**src/rtl/otter_pkg.sv**
```systemverilog
// Shared encodings for the OTTER control path: RV32I major opcodes, control-unit states and func3 selectors.
package otter_pkg;

    typedef enum logic [6:0] {
        OP_LUI    = 7'b0110111,
        OP_AUIPC  = 7'b0010111,
        OP_JAL    = 7'b1101111,
        OP_JALR   = 7'b1100111,
        OP_BRANCH = 7'b1100011,
        OP_LOAD   = 7'b0000011,
        OP_STORE  = 7'b0100011,
        OP_IMM    = 7'b0010011,
        OP_OP     = 7'b0110011,
        OP_SYSTEM = 7'b1110011
    } opcode_t;

    typedef enum logic [2:0] {
        ST_INIT  = 3'd0,
        ST_FETCH = 3'd1,
        ST_EXEC  = 3'd2,
        ST_WB    = 3'd3,
        ST_INTR  = 3'd4
    } cu_state_t;

    localparam logic [2:0] F3_CSRRW = 3'b001;
    localparam logic [2:0] F3_PRIV  = 3'b000;

endpackage

```
**src/rtl/otter_cu_fsm.sv**
```systemverilog
// Multicycle OTTER control unit: INIT -> FETCH -> EXEC (-> WB) (-> INTR), outputs decoded combinationally.
// Latency: one cycle per state; FETCH stalls on imem_ready, STORE-EXEC and WB stall on dmem_ready.
module otter_cu_fsm
    import otter_pkg::*;
#(
    parameter bit INTR_EN   = 1'b1,
    parameter int INSTRET_W = 32
) (
    input  logic                 clk,
    input  logic                 rst,
    input  logic                 intr,
    input  logic                 int_en,
    input  logic [6:0]           opcode,
    input  logic [2:0]           func3,
    input  logic                 imem_ready,
    input  logic                 dmem_ready,
    output logic                 cu_rst,
    output logic                 mem_rden1,
    output logic                 mem_rden2,
    output logic                 mem_we2,
    output logic                 pc_write,
    output logic                 reg_write,
    output logic                 csr_we,
    output logic                 int_taken,
    output logic                 mret_exec,
    output logic                 illegal,
    output logic [INSTRET_W-1:0] instret
);

    cu_state_t            state_q, state_d;
    logic [INSTRET_W-1:0] instret_q;
    logic                 retire;
    logic                 skip;

    always_ff @(posedge clk) begin
        if (rst) begin
            state_q   <= ST_INIT;
            instret_q <= '0;
        end else begin
            state_q <= state_d;
            if (retire) begin
                instret_q <= instret_q + INSTRET_W'(1);
            end
        end
    end

    assign instret = instret_q;

    always_comb begin
        state_d   = state_q;
        cu_rst    = 1'b0;
        mem_rden1 = 1'b0;
        mem_rden2 = 1'b0;
        mem_we2   = 1'b0;
        pc_write  = 1'b0;
        reg_write = 1'b0;
        csr_we    = 1'b0;
        int_taken = 1'b0;
        mret_exec = 1'b0;
        illegal   = 1'b0;
        retire    = 1'b0;
        skip      = 1'b0;

        unique case (state_q)
            ST_INIT: begin
                cu_rst  = 1'b1;
                state_d = ST_FETCH;
            end
            ST_FETCH: begin
                mem_rden1 = 1'b1;
                if (imem_ready) begin
                    state_d = ST_EXEC;
                end
            end
            ST_EXEC: begin
                case (opcode)
                    OP_LUI, OP_AUIPC, OP_JAL, OP_JALR, OP_IMM, OP_OP: begin
                        reg_write = 1'b1;
                        pc_write  = 1'b1;
                        retire    = 1'b1;
                    end
                    OP_BRANCH: begin
                        pc_write = 1'b1;
                        retire   = 1'b1;
                    end
                    OP_STORE: begin
                        mem_we2 = 1'b1;
                        if (dmem_ready) begin
                            pc_write = 1'b1;
                            retire   = 1'b1;
                        end
                    end
                    OP_LOAD: begin
                        mem_rden2 = 1'b1;
                        state_d   = ST_WB;
                    end
                    OP_SYSTEM: begin
                        if (func3 == F3_CSRRW) begin
                            reg_write = 1'b1;
                            csr_we    = 1'b1;
                            pc_write  = 1'b1;
                            retire    = 1'b1;
                        end else if (func3 == F3_PRIV) begin
                            mret_exec = 1'b1;
                            pc_write  = 1'b1;
                            retire    = 1'b1;
                        end else begin
                            illegal  = 1'b1;
                            pc_write = 1'b1;
                            skip     = 1'b1;
                        end
                    end
                    default: begin
                        illegal  = 1'b1;
                        pc_write = 1'b1;
                        skip     = 1'b1;
                    end
                endcase
            end
            ST_WB: begin
                mem_rden2 = 1'b1;
                if (dmem_ready) begin
                    reg_write = 1'b1;
                    pc_write  = 1'b1;
                    retire    = 1'b1;
                end
            end
            ST_INTR: begin
                int_taken = 1'b1;
                pc_write  = 1'b1;
                state_d   = ST_FETCH;
            end
            default: begin
                state_d = ST_INIT;
            end
        endcase

        // Interrupts are only taken at instruction boundaries (retire or illegal skip).
        if (retire || skip) begin
            state_d = (INTR_EN && intr && int_en) ? ST_INTR : ST_FETCH;
        end
    end

endmodule

```
**config.mk**
```make
export PLATFORM = sky130hd
export DESIGN_NAME = otter_cu_fsm
export DESIGN_NICKNAME = d
export VERILOG_FILES = /design/src/rtl/otter_pkg.sv /design/src/rtl/otter_cu_fsm.sv
export SDC_FILE = /design/constraint.sdc
export NUM_CORES = 1
export LEC_CHECK = 0
export BUFFER_PORTS_ARGS = -buffer_cell sky130_fd_sc_hd__buf_2
export CAP_MARGIN = 10
export CELL_PAD_IN_SITES_DETAIL_PLACEMENT = 0
export CELL_PAD_IN_SITES_GLOBAL_PLACEMENT = 1
export CORE_UTILIZATION = 41
export DETAILED_ROUTE_END_ITERATION = 6
export MAX_ROUTING_LAYER = met4
export PLACE_DENSITY = 0.81
export SLEW_MARGIN = 10
export SYNTH_ARGS = -nofsm -noshare
export SYNTH_HDL_FRONTEND = slang
export SYNTH_SLANG_ARGS = --single-unit
```
**constraint.sdc**
```tcl
create_clock -name clk -period 5.91 [get_ports clk]
set_input_delay 0.2955 -clock clk [delete_from_list [all_inputs] [get_ports clk]]
set_output_delay 0.2955 -clock clk [all_outputs]
set_load 0.01 [all_outputs]
```
==> Word-level counts from Yosys, hierarchy flattened <==
Index checks and enable logic that the tools add are counted.
{ "word_totals": {"regBits": 35} }
{ "classes": {"muxes": 31, "eq_ne": 18, "n_reduce_logical": 9, "n_addsub": 1} }
{ "op_table": {"columns": ["operator", "n"], "rows": [
  ["32-bit by 1-bit adder with 32-bit output (second input constant)", 1],
  ["7-bit == test (second input constant)", 4],
  ["7-bit by 6-bit == test with 1-bit output (second input constant)", 3],
  ["1-bit 2-to-1 mux", 18],
  ["7-bit by 5-bit == test with 1-bit output (second input constant)", 2],
  ["3-bit 2-to-1 mux", 4],
  ["1-bit one-hot mux with 2 select lines", 6],
  ["3-bit one-hot mux with 4 select lines", 1],
  ["9-bit OR reduction", 1],
  ["7-bit by 2-bit == test with 1-bit output (second input constant)", 1],
  ["7-bit OR reduction", 1],
  ["3-bit by 1-bit == test with 1-bit output (second input constant)", 2],
  ["3-bit by 2-bit == test with 1-bit output (second input constant)", 2],
  ["3-bit zero test", 2],
  ["1-bit one-hot mux with 3 select lines", 2],
  ["6-bit OR reduction", 1],
  ["3-bit == test (second input constant)", 1],
  ["3-bit by 2-bit inequality test with 1-bit output (second input constant)", 1],
  ["3-bit inequality test (second input constant)", 1],
  ["3-bit AND reduction", 1],
  ["2-bit inequality test (second input constant)", 1],
  ["2-bit OR reduction", 1],
  ["1-bit logical AND", 1],
  ["1-bit logical OR", 1]
]} }

==> Depth between registers and ports, before layout <==
{ "logic_depth": {"ltp_word": 8, "mapped_depth": 8, "mapped_depth_nobuf": 6} }

==> Worst setup path before layout <==
Ideal clock, no wire load.
{ "synth_path": {"path_type": "input to register", "startpoint": "input opcode[4]", "endpoint": "register instret_q[1], in the netlist instret[1]", "setup_slack_ns": 3.968, "t_arrival_ns": 1.815, "stages": 8, "t_required_ns": 5.782, "setup_ns": 0.128, "path_cell_list": "buf_4 and4b_1 o311a_4 o31ai_4 buf_6 buf_4 mux2i_1 nor2_1"} }
{ "synth_via": {"elab_chain_len": 4, "word_cells_on_any_way": 12} }
{ "synth_rtl": {"columns": ["element", "line_no", "source"], "rows": [
  ["from (decl)", "otter_cu_fsm.sv:13", "input logic [6:0] opcode,"],
  ["7-bit == test, or another cell as far along", "otter_cu_fsm.sv:76", "case (opcode)"],
  ["7-bit OR reduction (no line)", null, null],
  ["1-bit one-hot mux with 3 select lines (*)", "otter_cu_fsm.sv:76", null],
  ["1-bit one-hot mux with 2 select lines (*)", "otter_cu_fsm.sv:64", "unique case (state_q)"],
  ["to (signal assigned)", "otter_cu_fsm.sv:42", "instret_q <= instret_q + INSTRET_W'(1);"],
  ["to (decl)", "otter_cu_fsm.sv:31", "logic [INSTRET_W-1:0] instret_q;"]
]} }
Every way passes the cells marked *; elsewhere a longest branch is shown, timed or not.
A chain may end at the register's enable or synchronous reset.

==> Worst setup path after layout <==
{ "layout_path": {"startpoint": "register state_q[1]", "endpoint": "register instret_q[29], in the netlist instret[29]"} }
{ "layout_via": {"elab_chain_len": 2, "word_cells_on_any_way": 3} }
{ "layout_rtl": {"columns": ["element", "line_no", "source"], "rows": [
  ["from (decl)", "otter_cu_fsm.sv:30", "cu_state_t state_q, state_d;"],
  ["from (signal assigned)", "otter_cu_fsm.sv:40", "state_q <= state_d;"],
  ["3-bit by 2-bit == test with 1-bit output", "otter_cu_fsm.sv:64", null],
  ["1-bit one-hot mux with 2 select lines (*)", "otter_cu_fsm.sv:64", null]
]} }
Marked as above.

==> results.cfg <==
[timing]
skew_ps = 3.75
finalHoldViolCount = 0
fin_crit_sh = 0.392
rsz0062_at_grt = no
max_clock_freq_mhz = 431
final.min_clock_period_ps = 2320
max-slew-margin-rel = 0.558
worst_pin_slew_ps = 663
setup_viol = 0
tns_ps = 0
drv_slew = 0

[routing]
viasPerCell = 5.66
drt_iter0_drc = 179
detail-route-antenna-nets = 0
vias = 2122
wl_mm = 5.08
drc = 0
dr.pass1.iters = 4
wl_per_cell_microns = 13.5

[place]
io_buffer_count = 57
post-dp-hpwl_mm = 3.57
post-place-cells = 367
place.gp.congestion = 0.747

[hold_path]
worstHoldPathType = primary input to flop

[yosys]
ys_seq_elements = 35
async_reset_ff_frac = 0
avgSynthCellArea_sq_um = 8.35
ys_warn_count = 0
ys.flop_type = dfxtp_1
syn_inst = 259
synth_edf_count = 0
synth-seq-area-share = 0.324
synth_top_area_frac = 0.324
yosysTopAreaCell = dfxtp_1
ys_types = 57
netlist_area_sq_um = 2160
yosys-top-cells-area = dfxtp_1 (32%), a21oi_1 (7.4%), o31ai_1 (5.2%)
syn-num-nets = 276

[worst_setup_path]
crit_type = flop to flop
path_cells = or3b_1, nand2_4, o31ai_4, buf_4, or4_1, a21oi_1
end_kind = flop
start_kind = flop
crit_required_ps = 6120
crit_slowest_cell = dfxtp_1
slowest_delay_ps = 550
critPathMaxFanout = 38
critPathArrivalTime_ps = 2530

[final_layout]
fin_cells = 375
register_area_sq_um = 701
fillers = 521
drive_gt1_frac = 0.266
nNetsFinal = 321
syn_to_final_growth_pct = 16.8
diodes = 0
multi_input_area_sq_um = 1320

[clocking]
cts_setup_buffers = 0
cts_buffer_depth = 2
clk_pin_slew_ps = 70
post_cts_resized = 0
cts_root_buffer = clkbuf_8
htree_levels = 2
numClockSinks = 35
insertion_delay_ps = 280
cts_buffers = 5
cts_tree = yes
ctsHoldBuffers = 0

[floorplan]
core_area_sq_um = 5110
start_util = 0.423
die_x_microns = 74.6
dieArea_sq_um = 5570
die_height_microns = 74.6
io-pin-count = 58
rows = 26

[grt]
grt_max_degree = 39
grtUsageTotal = 0.201
grt_pass1_vias = 1790
grt_pass1_wl_mm = 8.38
grt_overflow_total = 0
antenna_found_initial = 0

[power_and_ir_drop]
p_comb_frac = 0.090
p_seq_frac = 0.510
peakVddDrop_mv = 0.109
internal-power_mw = 0.362
power_frac_clock = 0.400
p_sw_frac = 0.244
p_leak_nw = 0.904
p_switching_mw = 0.117
power_density_nw_per_um2 = 190

[run]
max_cap_viol_count = 0

[outcome]
status = completed
## placed cells by master, fill, tap and decap left out, types with 2 or more instances in the layout
cell type  netlist  final
a21oi_1         32     32
nor3_1           3      3
and4_1           3      3
nand2_1         18     18
buf_2            2     57
o31ai_4          2      2
and4bb_2         2      2
inv_1            7      7
or3_1            7      7
nand4_1          6      6
nor2_1          14     14
o21ai_0         13     13
nor4_1           4      4
dfxtp_1         35     35
nand3_1         15     15
a31o_2           2      2
nor3b_1          5      5
clkbuf_8         0      7
or4_1           15     15
or4b_1           4      4
o41ai_1          4      4
o31ai_1         15     15
and3_1           3      3
## synthesized netlist by cell type (2+ instances only)
master and number:
and4_1 3, clkbuf_1 9, o31ai_4 2, o21ai_0 13, nor3b_1 5, or3_1 7, or4_1 15, inv_1 7
buf_6 3, o31ai_1 15, nand4_1 6, nand2_1 18, a21oi_1 32, dfxtp_1 35, and4bb_2 2, or4b_1 4
buf_4 4, a31o_2 2, and3_1 3, nor2_1 14, nor3_1 3, o41ai_1 4, nand3_1 15, nor4_1 4
buf_2 2
## sequential cells by signal (all words and copies together) (netlist names)
register,count
instret,32
state_q,3
## power by group through the flow
stage	registers (mW)	logic [mW]	clock network, mW
global placement	0.250	0.0431	0
detailed placement	0.250	0.0433	0
floorplan	0.245	0.0342	0
finish	0.245	0.0431	0.192
CTS	0.244	0.0434	0.198
global route	0.246	0.0473	0.207
## per-stage QoR
step                 util  setup WS [ps]  hold slack (ps)  power (mW)  area, sq um
floorplan               -           3970              437       0.279         2160
global placement    0.475           3670              464       0.293         2430
detailed placement  0.475           3590              475       0.293         2430
CTS                 0.495           3580              257       0.486         2530
global route        0.495           3410              269       0.501         2530
finish              0.495           3590              263       0.479         2530
## final cells by class
class / instances / area share
Clock buffer: 8 / 0.0396
Inverter: 7 / 0.0104
Multi-Input combinational cell: 197 / 0.522
Sequential cell: 35 / 0.277
Tap cell: 70 / 0.0347
Timing Repair Buffer: 58 / 0.116
## critical path, delay by kind of cell, from the launching register on
family	cells	cell delay [ps]
simple gates	3	1200
compound gates	2	240
flops	1	550
buf+inv	1	240
## final timing paths
check	start	to	slack [ps]	cells after the start
hold reg to reg	instret[31]	instret[31]	480	2
setup reg to reg	state_q[1]	instret[29]	3590	6
hold / removal	int_en	state_q[2]	260	3
setup / recovery	state_q[1]	instret[29]	3590	6
## cell families (layout without fill, tap and decap cells)
group                    count (synthesis)  after routing  synth area share
flip-flops                              35             35             0.324
AND/OR/NAND/NOR                        113            113             0.328
AO/OA/AOI/OAI                           79             79             0.259
buffers and inverters                   27             73            0.0660
XOR/XNOR                                 2              2           0.00810
adder cells (fa/ha/maj)                  1              1           0.00579
multiplexers                             2              2           0.00984
## layer usage
| layer | track usage | vias to the layer above | routed length [microns] |
|---|---|---|---|
| met5 | - | - | 0 |
| met4 | 0.0608 | 0 | 55 |
| met3 | 0.0361 | 4 | 180 |
| met2 | 0.323 | 52 | 2400 |
| met1 | 0.256 | 982 | 2450 |
| li1 | - | 1084 | - |
Power figures use the tool's default switching activity.
